### src/rtl/mem_ls_unit_if.sv
// -----------------------------------------------------------------------------
// mem_ls_unit_if
//   Byte-wide request/ready memory port between the MEM-stage load/store
//   engine (master) and the data memory (slave). One byte moves per accepted
//   request; a request completes in the cycle where mem_ready_i is high.
//
//   Signals
//     mem_req_o    master -> slave  byte request valid
//     mem_we_o     master -> slave  1 = write byte, 0 = read byte
//     mem_addr_o   master -> slave  byte address
//     mem_wdata_o  master -> slave  byte to write
//     mem_rdata_i  slave  -> master read byte, valid with mem_ready_i
//     mem_ready_i  slave  -> master current request completes this cycle
// -----------------------------------------------------------------------------
interface mem_ls_unit_if;
  logic        mem_req_o;
  logic        mem_we_o;
  logic [31:0] mem_addr_o;
  logic [7:0]  mem_wdata_o;
  logic [7:0]  mem_rdata_i;
  logic        mem_ready_i;

  modport master (
    output mem_req_o, mem_we_o, mem_addr_o, mem_wdata_o,
    input  mem_rdata_i, mem_ready_i
  );

  modport slave (
    input  mem_req_o, mem_we_o, mem_addr_o, mem_wdata_o,
    output mem_rdata_i, mem_ready_i
  );
endinterface

### src/rtl/mem_ls_unit.sv
// -----------------------------------------------------------------------------
// mem_ls_unit
//   MEM-stage load/store engine. Takes the EX/MEM register contents, performs
//   loads and stores one byte at a time over a request/ready port, assembles
//   and extends load data, and registers the write-back for WB. Upstream is
//   stalled while a multi-byte access is in flight.
//
//   Optional feature (macro MEM_MISALIGN_TRAP_EN):
//     adds misalign_o; misaligned H/HU/SH and W/SW accesses skip the memory
//     and complete in one cycle with misalign_o pulsed. Without the macro
//     misaligned accesses simply proceed byte by byte.
//
//   Ports
//     clk, rst_n      clock, asynchronous active-low reset
//     mem             byte memory port (mem_ls_unit_if.master)
//     valid_i         EX/MEM register holds a valid instruction
//     aluop_i         operation code (EX_*_OP encodings)
//     mem_addr_i      effective address
//     w_data_i        ALU result, or store data for stores
//     w_enable_i      register write requested
//     w_addr_i        destination register
//     w_enable_o      write-back enable
//     w_addr_o        write-back register
//     w_data_o        write-back data
//     stall_req_o     hold upstream stages
//     misalign_o      misaligned access flag (only with MEM_MISALIGN_TRAP_EN)
// -----------------------------------------------------------------------------
module mem_ls_unit #(
  parameter int ALUOP_W = 8
) (
  input  logic               clk,
  input  logic               rst_n,
  mem_ls_unit_if.master      mem,
  input  logic               valid_i,
  input  logic [ALUOP_W-1:0] aluop_i,
  input  logic [31:0]        mem_addr_i,
  input  logic [31:0]        w_data_i,
  input  logic               w_enable_i,
  input  logic [4:0]         w_addr_i,
  output logic               w_enable_o,
  output logic [4:0]         w_addr_o,
  output logic [31:0]        w_data_o,
  output logic               stall_req_o
`ifdef MEM_MISALIGN_TRAP_EN
  ,
  output logic               misalign_o
`endif
);

  // Operation encodings, mirroring ALUInstDef.vh.
  localparam logic [ALUOP_W-1:0] EX_LB_OP  = ALUOP_W'(8'h10);
  localparam logic [ALUOP_W-1:0] EX_LH_OP  = ALUOP_W'(8'h11);
  localparam logic [ALUOP_W-1:0] EX_LW_OP  = ALUOP_W'(8'h12);
  localparam logic [ALUOP_W-1:0] EX_LBU_OP = ALUOP_W'(8'h13);
  localparam logic [ALUOP_W-1:0] EX_LHU_OP = ALUOP_W'(8'h14);
  localparam logic [ALUOP_W-1:0] EX_SB_OP  = ALUOP_W'(8'h18);
  localparam logic [ALUOP_W-1:0] EX_SH_OP  = ALUOP_W'(8'h19);
  localparam logic [ALUOP_W-1:0] EX_SW_OP  = ALUOP_W'(8'h1A);

  localparam logic [1:0] IDLE = 2'd0;
  localparam logic [1:0] BUSY = 2'd1;
  localparam logic [1:0] DONE = 2'd2;

  // Decoded view of an operation; 'last' is the index of the final byte (N-1).
  typedef struct packed {
    logic       is_load;
    logic       is_store;
    logic       sext;
    logic [1:0] last;
  } op_info_t;

  function automatic op_info_t decode(input logic [ALUOP_W-1:0] op);
    op_info_t info;
    info = '0;
    case (op)
      EX_LB_OP:  begin info.is_load  = 1'b1; info.sext = 1'b1; info.last = 2'd0; end
      EX_LBU_OP: begin info.is_load  = 1'b1;                   info.last = 2'd0; end
      EX_LH_OP:  begin info.is_load  = 1'b1; info.sext = 1'b1; info.last = 2'd1; end
      EX_LHU_OP: begin info.is_load  = 1'b1;                   info.last = 2'd1; end
      EX_LW_OP:  begin info.is_load  = 1'b1;                   info.last = 2'd3; end
      EX_SB_OP:  begin info.is_store = 1'b1;                   info.last = 2'd0; end
      EX_SH_OP:  begin info.is_store = 1'b1;                   info.last = 2'd1; end
      EX_SW_OP:  begin info.is_store = 1'b1;                   info.last = 2'd3; end
      default:   info = '0;
    endcase
    return info;
  endfunction

  logic [1:0]  state;
  logic [1:0]  idx;
  op_info_t    info_q;
  logic [31:0] base_q;
  logic [31:0] data_q;
  logic [4:0]  waddr_q;
  logic [31:0] asm_q;

  op_info_t    in_info;
  logic        in_mem;
  logic        busy;
  logic [31:0] asm_next;
  logic [31:0] load_ext;

  assign in_info = decode(aluop_i);
  assign in_mem  = in_info.is_load | in_info.is_store;
  assign busy    = (state == BUSY);

`ifdef MEM_MISALIGN_TRAP_EN
  logic in_misaligned;
  assign in_misaligned = ((in_info.last == 2'd1) && mem_addr_i[0]) ||
                         ((in_info.last == 2'd3) && (mem_addr_i[1:0] != 2'b00));
`endif

  // Stall covers the launch cycle (combinational on the incoming op) and
  // every BUSY cycle; DONE releases upstream so it advances on that edge.
  assign stall_req_o = busy || ((state == IDLE) && valid_i && in_mem);

  // Request fields come straight from latched copies, so they stay stable
  // across wait cycles; outside BUSY the port is driven to zero.
  assign mem.mem_req_o   = busy;
  assign mem.mem_we_o    = busy && info_q.is_store;
  assign mem.mem_addr_o  = busy ? (base_q + {30'd0, idx}) : 32'd0;
  assign mem.mem_wdata_o = busy ? data_q[{idx, 3'b000} +: 8] : 8'd0;

  // Assembly with the byte arriving this cycle merged in, so the final byte
  // and the write-back can be registered on the same edge.
  // NOTE: every variable assigned in always_comb gets a default first, so no
  // path can leave it unassigned and infer a latch.
  always_comb begin
    asm_next = asm_q;
    asm_next[{idx, 3'b000} +: 8] = mem.mem_rdata_i;
    load_ext = asm_next;
    case (info_q.last)
      2'd0:    load_ext = {{24{info_q.sext & asm_next[7]}},  asm_next[7:0]};
      2'd1:    load_ext = {{16{info_q.sext & asm_next[15]}}, asm_next[15:0]};
      default: load_ext = asm_next;
    endcase
  end

  // NOTE: state registers use non-blocking assignments so every flop samples
  // values from before the edge, independent of statement order.
  always_ff @(posedge clk or negedge rst_n) begin
    if (!rst_n) begin
      state      <= IDLE;
      idx        <= 2'd0;
      info_q     <= '0;
      base_q     <= 32'd0;
      data_q     <= 32'd0;
      waddr_q    <= 5'd0;
      asm_q      <= 32'd0;
      w_enable_o <= 1'b0;
      w_addr_o   <= 5'd0;
      w_data_o   <= 32'd0;
`ifdef MEM_MISALIGN_TRAP_EN
      misalign_o <= 1'b0;
`endif
    end else begin
`ifdef MEM_MISALIGN_TRAP_EN
      misalign_o <= 1'b0;
`endif
      case (state)
        IDLE: begin
          if (valid_i && in_mem) begin
            info_q     <= in_info;
            base_q     <= mem_addr_i;
            data_q     <= w_data_i;
            waddr_q    <= w_addr_i;
            idx        <= 2'd0;
            asm_q      <= 32'd0;
            w_enable_o <= 1'b0;
            w_addr_o   <= w_addr_i;
`ifdef MEM_MISALIGN_TRAP_EN
            if (in_misaligned) begin
              // No memory traffic: report the fault in the DONE cycle.
              state      <= DONE;
              w_data_o   <= 32'd0;
              misalign_o <= 1'b1;
            end else begin
              state <= BUSY;
            end
`else
            state <= BUSY;
`endif
          end else if (valid_i) begin
            w_enable_o <= w_enable_i && (w_addr_i != 5'd0);
            w_addr_o   <= w_addr_i;
            w_data_o   <= w_data_i;
          end else begin
            w_enable_o <= 1'b0;
          end
        end

        BUSY: begin
          if (mem.mem_ready_i) begin
            asm_q <= asm_next;
            if (idx == info_q.last) begin
              state    <= DONE;
              w_addr_o <= waddr_q;
              // Stores and loads to x0 produce no write-back.
              if (info_q.is_load && (waddr_q != 5'd0)) begin
                w_enable_o <= 1'b1;
                w_data_o   <= load_ext;
              end else begin
                w_enable_o <= 1'b0;
                w_data_o   <= 32'd0;
              end
            end else begin
              idx <= idx + 2'd1;
            end
          end
        end

        DONE: begin
          // Write-back is visible for exactly one cycle; valid_i is ignored.
          state      <= IDLE;
          w_enable_o <= 1'b0;
        end

        default: state <= IDLE;
      endcase
    end
  end

endmodule

### src/flat_wrapper.sv
// flat-port wrapper written by rule: the top's interface ports become plain ports
module mem_ls_unit_flat 
#(
  parameter int ALUOP_W = 8
)
  (clk, rst_n, valid_i, aluop_i, mem_addr_i, w_data_i, w_enable_i, w_addr_i, w_enable_o, w_addr_o, w_data_o, stall_req_o, mem_mem_req_o, mem_mem_we_o, mem_mem_addr_o, mem_mem_wdata_o, mem_mem_rdata_i, mem_mem_ready_i);
  mem_ls_unit_if mem_i ();
  input  logic clk;
  input  logic rst_n;
  input  logic valid_i;
  input  logic [ALUOP_W-1:0] aluop_i;
  input  logic [31:0] mem_addr_i;
  input  logic [31:0] w_data_i;
  input  logic w_enable_i;
  input  logic [4:0] w_addr_i;
  output logic w_enable_o;
  output logic [4:0] w_addr_o;
  output logic [31:0] w_data_o;
  output logic stall_req_o;
  output wire logic [$bits(mem_i.mem_req_o)-1:0] mem_mem_req_o;
  output wire logic [$bits(mem_i.mem_we_o)-1:0] mem_mem_we_o;
  output wire logic [$bits(mem_i.mem_addr_o)-1:0] mem_mem_addr_o;
  output wire logic [$bits(mem_i.mem_wdata_o)-1:0] mem_mem_wdata_o;
  input wire logic [$bits(mem_i.mem_rdata_i)-1:0] mem_mem_rdata_i;
  input wire logic [$bits(mem_i.mem_ready_i)-1:0] mem_mem_ready_i;
  assign mem_mem_req_o = mem_i.mem_req_o;
  assign mem_mem_we_o = mem_i.mem_we_o;
  assign mem_mem_addr_o = mem_i.mem_addr_o;
  assign mem_mem_wdata_o = mem_i.mem_wdata_o;
  assign mem_i.mem_rdata_i = mem_mem_rdata_i;
  assign mem_i.mem_ready_i = mem_mem_ready_i;
  mem_ls_unit #(.ALUOP_W(ALUOP_W)) u_core (.clk(clk), .rst_n(rst_n), .mem(mem_i), .valid_i(valid_i), .aluop_i(aluop_i), .mem_addr_i(mem_addr_i), .w_data_i(w_data_i), .w_enable_i(w_enable_i), .w_addr_i(w_addr_i), .w_enable_o(w_enable_o), .w_addr_o(w_addr_o), .w_data_o(w_data_o), .stall_req_o(stall_req_o));
endmodule
### config.mk
export PLATFORM = sky130hd
export DESIGN_NAME = mem_ls_unit_flat
export DESIGN_NICKNAME = d
export VERILOG_FILES = /design/src/rtl/mem_ls_unit_if.sv /design/src/rtl/mem_ls_unit.sv /design/src/flat_wrapper.sv
export SDC_FILE = /design/constraint.sdc
export NUM_CORES = 1
export LEC_CHECK = 0
export BUFFER_PORTS_ARGS = -buffer_cell sky130_fd_sc_hd__buf_2
export CORE_MARGIN = 2
export CORE_UTILIZATION = 25
export CTS_CLUSTER_SIZE = 10
export DETAILED_ROUTE_END_ITERATION = 8
export PLACE_DENSITY = 0.47
export SKIP_LAST_GASP = 1
export SLEW_MARGIN = 20
export SYNTH_ARGS = -nofsm -noshare
export SYNTH_HDL_FRONTEND = slang
export SYNTH_SLANG_ARGS = --single-unit
### constraint.sdc
create_clock -name clk -period 2.45 [get_ports clk]
set_input_delay 0.245 -clock clk [delete_from_list [all_inputs] [get_ports clk]]
set_output_delay 0.245 -clock clk [all_outputs]
set_load 0.03 [all_outputs]
==> flow_metrics.env <==
export IMPL_cts_tree="done"
export IMPL_synth_edf_count=0
export IMPL_ctsRootBufferMaster="clkbuf_16"
export IMPL_drt_iter0_markers=512
export IMPL_dieHeight_um=181.6
export IMPL_p_per_area_nw_per_um2=995.6
export IMPL_ant_nets=0
export IMPL_slew_violations=0
export IMPL_fmax_mhz=385.8
export IMPL_synth_xor_area_share_pct=3.111
export IMPL_rsz0062_at_grt="yes"
export IMPL_worst_hold_startpoint="mem_addr_i[26]"
export IMPL_start_kind="flip-flop"
export IMPL_htreeDepth=4
export IMPL_ys_ff_latch=148
export IMPL_end_kind="output pin"
export IMPL_setup_ws_ps=-141.7
export IMPL_holdWs_ps=21.14
export IMPL_drc=0
export IMPL_tns_ps=-943.4
export IMPL_cts_buffer_depth=2
export IMPL_slew_headroom_pct=57.08
export IMPL_syn_area_per_cell_um2=9.146
export IMPL_worst_r2r_cell_count=10
export IMPL_hp_class="in -> reg"
export IMPL_post_drt_via_cell_ratio=4.791
export IMPL_synth_area_um2=7884
export IMPL_ys_async_sr_fraction_pct=100.0
export IMPL_drv_cap=0
export IMPL_cp_required_ps=2200
export IMPL_vias=7139
export IMPL_place_congestion=0.8384
export IMPL_portBuffers=170
export IMPL_ir_drop_mv=0.5275
export IMPL_final_cell_mix="nand2_1 (180), dfrtp_1 (145), buf_2 (144), buf_4 (80), inv_1 (59)"
export IMPL_grt_usage_pct=16.75
export IMPL_grt_max_degree=67
export IMPL_clk_pin_slew_worst_paths_ps=60
export IMPL_reg2reg_from="u_core.idx[0]$_DFFE_PN0P_"
export IMPL_crit_type="reg -> out"
export IMPL_clock_skew_ps=14.69
export IMPL_antenna_found_initial=0
export IMPL_placed_area_um2=9560
export IMPL_rows=65
export IMPL_cts_num_sinks=148
export IMPL_synthAdderAreaFrac_pct=1.841
export IMPL_n_antenna_cell=0
export IMPL_period_share_pct=105.8
export IMPL_synth_top_family_by_area="compound AO/OA/AOI/OAI gates"
export IMPL_path_max_fanout=3
export IMPL_violations="negative setup slack"
export IMPL_ys_flop_type="dfrtp_1"
export IMPL_min_period_ps=2592
export IMPL_syn_to_final_growth_pct=35.39
export IMPL_p_leak_nw=5.009
export IMPL_yosys_area_share_simple_pct=18.85
export IMPL_die_x_um=181.6
export IMPL_core_area_um2=31310
export IMPL_gr_total_overflow=0
export IMPL_dr_pass1_iters=5
export IMPL_cts_made_buffers=17
export IMPL_synth_compound_area_share_pct=20.16
export IMPL_wl_um=27570
export IMPL_setup_viol=15
export IMPL_first_global_vias=7185
export IMPL_postSynthCellCount=862
export IMPL_min_to="u_core.base_q[26]$_DFFE_PN0P_"
export IMPL_die_area_um2=32970
export IMPL_holdPathStages=3
export IMPL_fin_area_um2=10670
export IMPL_layout_nets=1177
export IMPL_clk_latency_ps=430
export IMPL_start_util_pct=25.18
export IMPL_yosysWarnings=0
export IMPL_ios=171
export IMPL_finalHoldViolCount=0
export IMPL_grt_pass1_wl_um=42420
export IMPL_final_common_cell="nand2_1"
export IMPL_r2r_end="u_core.w_data_o[31]$_DFFE_PN0P_"
export IMPL_synth_mux_area_share_pct=3.063
export IMPL_synth_cell_type_count=68
export IMPL_cp_data_arrival_time_ps=2350
export IMPL_wl_per_cell_um=18.50
export IMPL_r2r_slack_ps=100
export IMPL_syn_num_nets=963
export IMPL_status="finished with violations"
export IMPL_ys_seq_area_share_pct=46.98
export IMPL_dp_hpwl_um=20370
export IMPL_tightest_slew_ps=643.7
export IMPL_drive_above_1_share_pct=31.16
[how the worst max path moves through the flow]
stage	start	endpoint	slack, ps	cells past startpoint
finish	u_core.idx[0]$_DFFE_PN0P_	mem_mem_addr_o[16]	-140	10
global placement	aluop_i[7]	u_core.asm_q[25]$_DFFE_PN0P_	90	7
CTS	u_core.idx[0]$_DFFE_PN0P_	mem_mem_addr_o[14]	-150	10
floorplan	u_core.idx[1]$_DFFE_PN0P_	mem_mem_addr_o[29]	20	6
detailed placement	aluop_i[7]	u_core.asm_q[29]$_DFFE_PN0P_	90	7
global route	u_core.idx[0]$_DFFE_PN0P_	mem_mem_addr_o[16]	-260	10
[metal layers]
layer	global-route usage, %	routed length, um
met4	5.528	626
met3	3.229	1447
met1	22.83	12860
met5	0	0
met2	26.73	12630
[final cells by class]
class                      count  area, um^2
clock buffer                  19       432.9
clock inverter                12       251.5
fill                        3222       20640
inverter                      62       239.0
multi-input combinational    601        3899
sequential                   148        3707
tap                          402       503.0
timing repair buffer         246        1642
[synth_stat cells, types with 9 or more instances]
library cell	number	area share (%)
a22o_1	12	1.3
nand4_1	12	0.95
and2_1	12	0.95
a21oi_1	41	2.6
dfrtp_1	148	47
xor2_1	19	2.1
nand2_1	183	8.7
clkbuf_1	35	1.7
o32a_1	13	1.7
o221ai_1	11	1.2
ha_1	10	1.6
o21ai_0	53	3.4
nand3_1	12	0.76
o2bb2ai_1	11	1.2
inv_1	62	3.0
o21a_1	14	1.3
nor2b_1	13	1.0
xnor2_1	9	1.0
nor2_1	54	2.6
[what timing repair did]
item | CTS | global route
setup buffers | 10 | 5
hold buffers | 2 | 0
endpoints found under the setup margin | 31 | 55
pin swaps | 18 | 23
hold endpoints to repair | 62 | 0
resized for setup | 38 | 36
gates cloned | 0 | 1
[flip-flops by register name (all words and copies together) (netlist names)]
name,cells
u_core.data_q,32
u_core.state,2
u_core.w_data_o,32
u_core.w_enable_o,1
u_core.w_addr_o,5
u_core.waddr_q,5
u_core.asm_q,32
u_core.idx,2
u_core.base_q,32
u_core.info_q,5
[stage by stage]
stage          setup slack [ps]  power, W  utilization [%]  instances
2_1_floorplan             20.98  0.005917                -        862
3_3_place_gp              93.11  0.007292            30.53       1441
3_5_place_dp              87.41  0.007319            30.53       1441
4_1_cts                  -153.5   0.01057            33.45       1484
5_1_grt                  -259.6   0.01126            34.09       1490
6_report                 -141.7   0.01063            34.09       1490
[critical path: stages (launching register included)]
cell,delay (ps)
dfrtp_1,370
ha_2,200
fa_2,250
nand3_4,90
buf_6,130
nor4_4,210
buf_4,160
nand3_1,80
xor2_1,150
nor2_1,110
buf_4,170
[kinds of logic (layout without fill, tap and decap cells)]
| logic type | after synthesis | count (layout) |
|---|---|---|
| flip-flops | 148 | 148 |
| multiplexers | 14 | 14 |
| XOR/XNOR | 28 | 28 |
| buffers and inverters | 113 | 339 |
| AO/OA/AOI/OAI | 221 | 221 |
| adder cells (fa/ha/maj) | 11 | 11 |
| AND/OR/NAND/NOR | 327 | 327 |
[power by group]
| group | switching, W | internal [W] |
|---|---|---|
| registers | 0.000528 | 0.00312 |
| clock network | 0.00110 | 0.00202 |
| logic | 0.00238 | 0.00148 |
(Power assumes the default switching activity.)
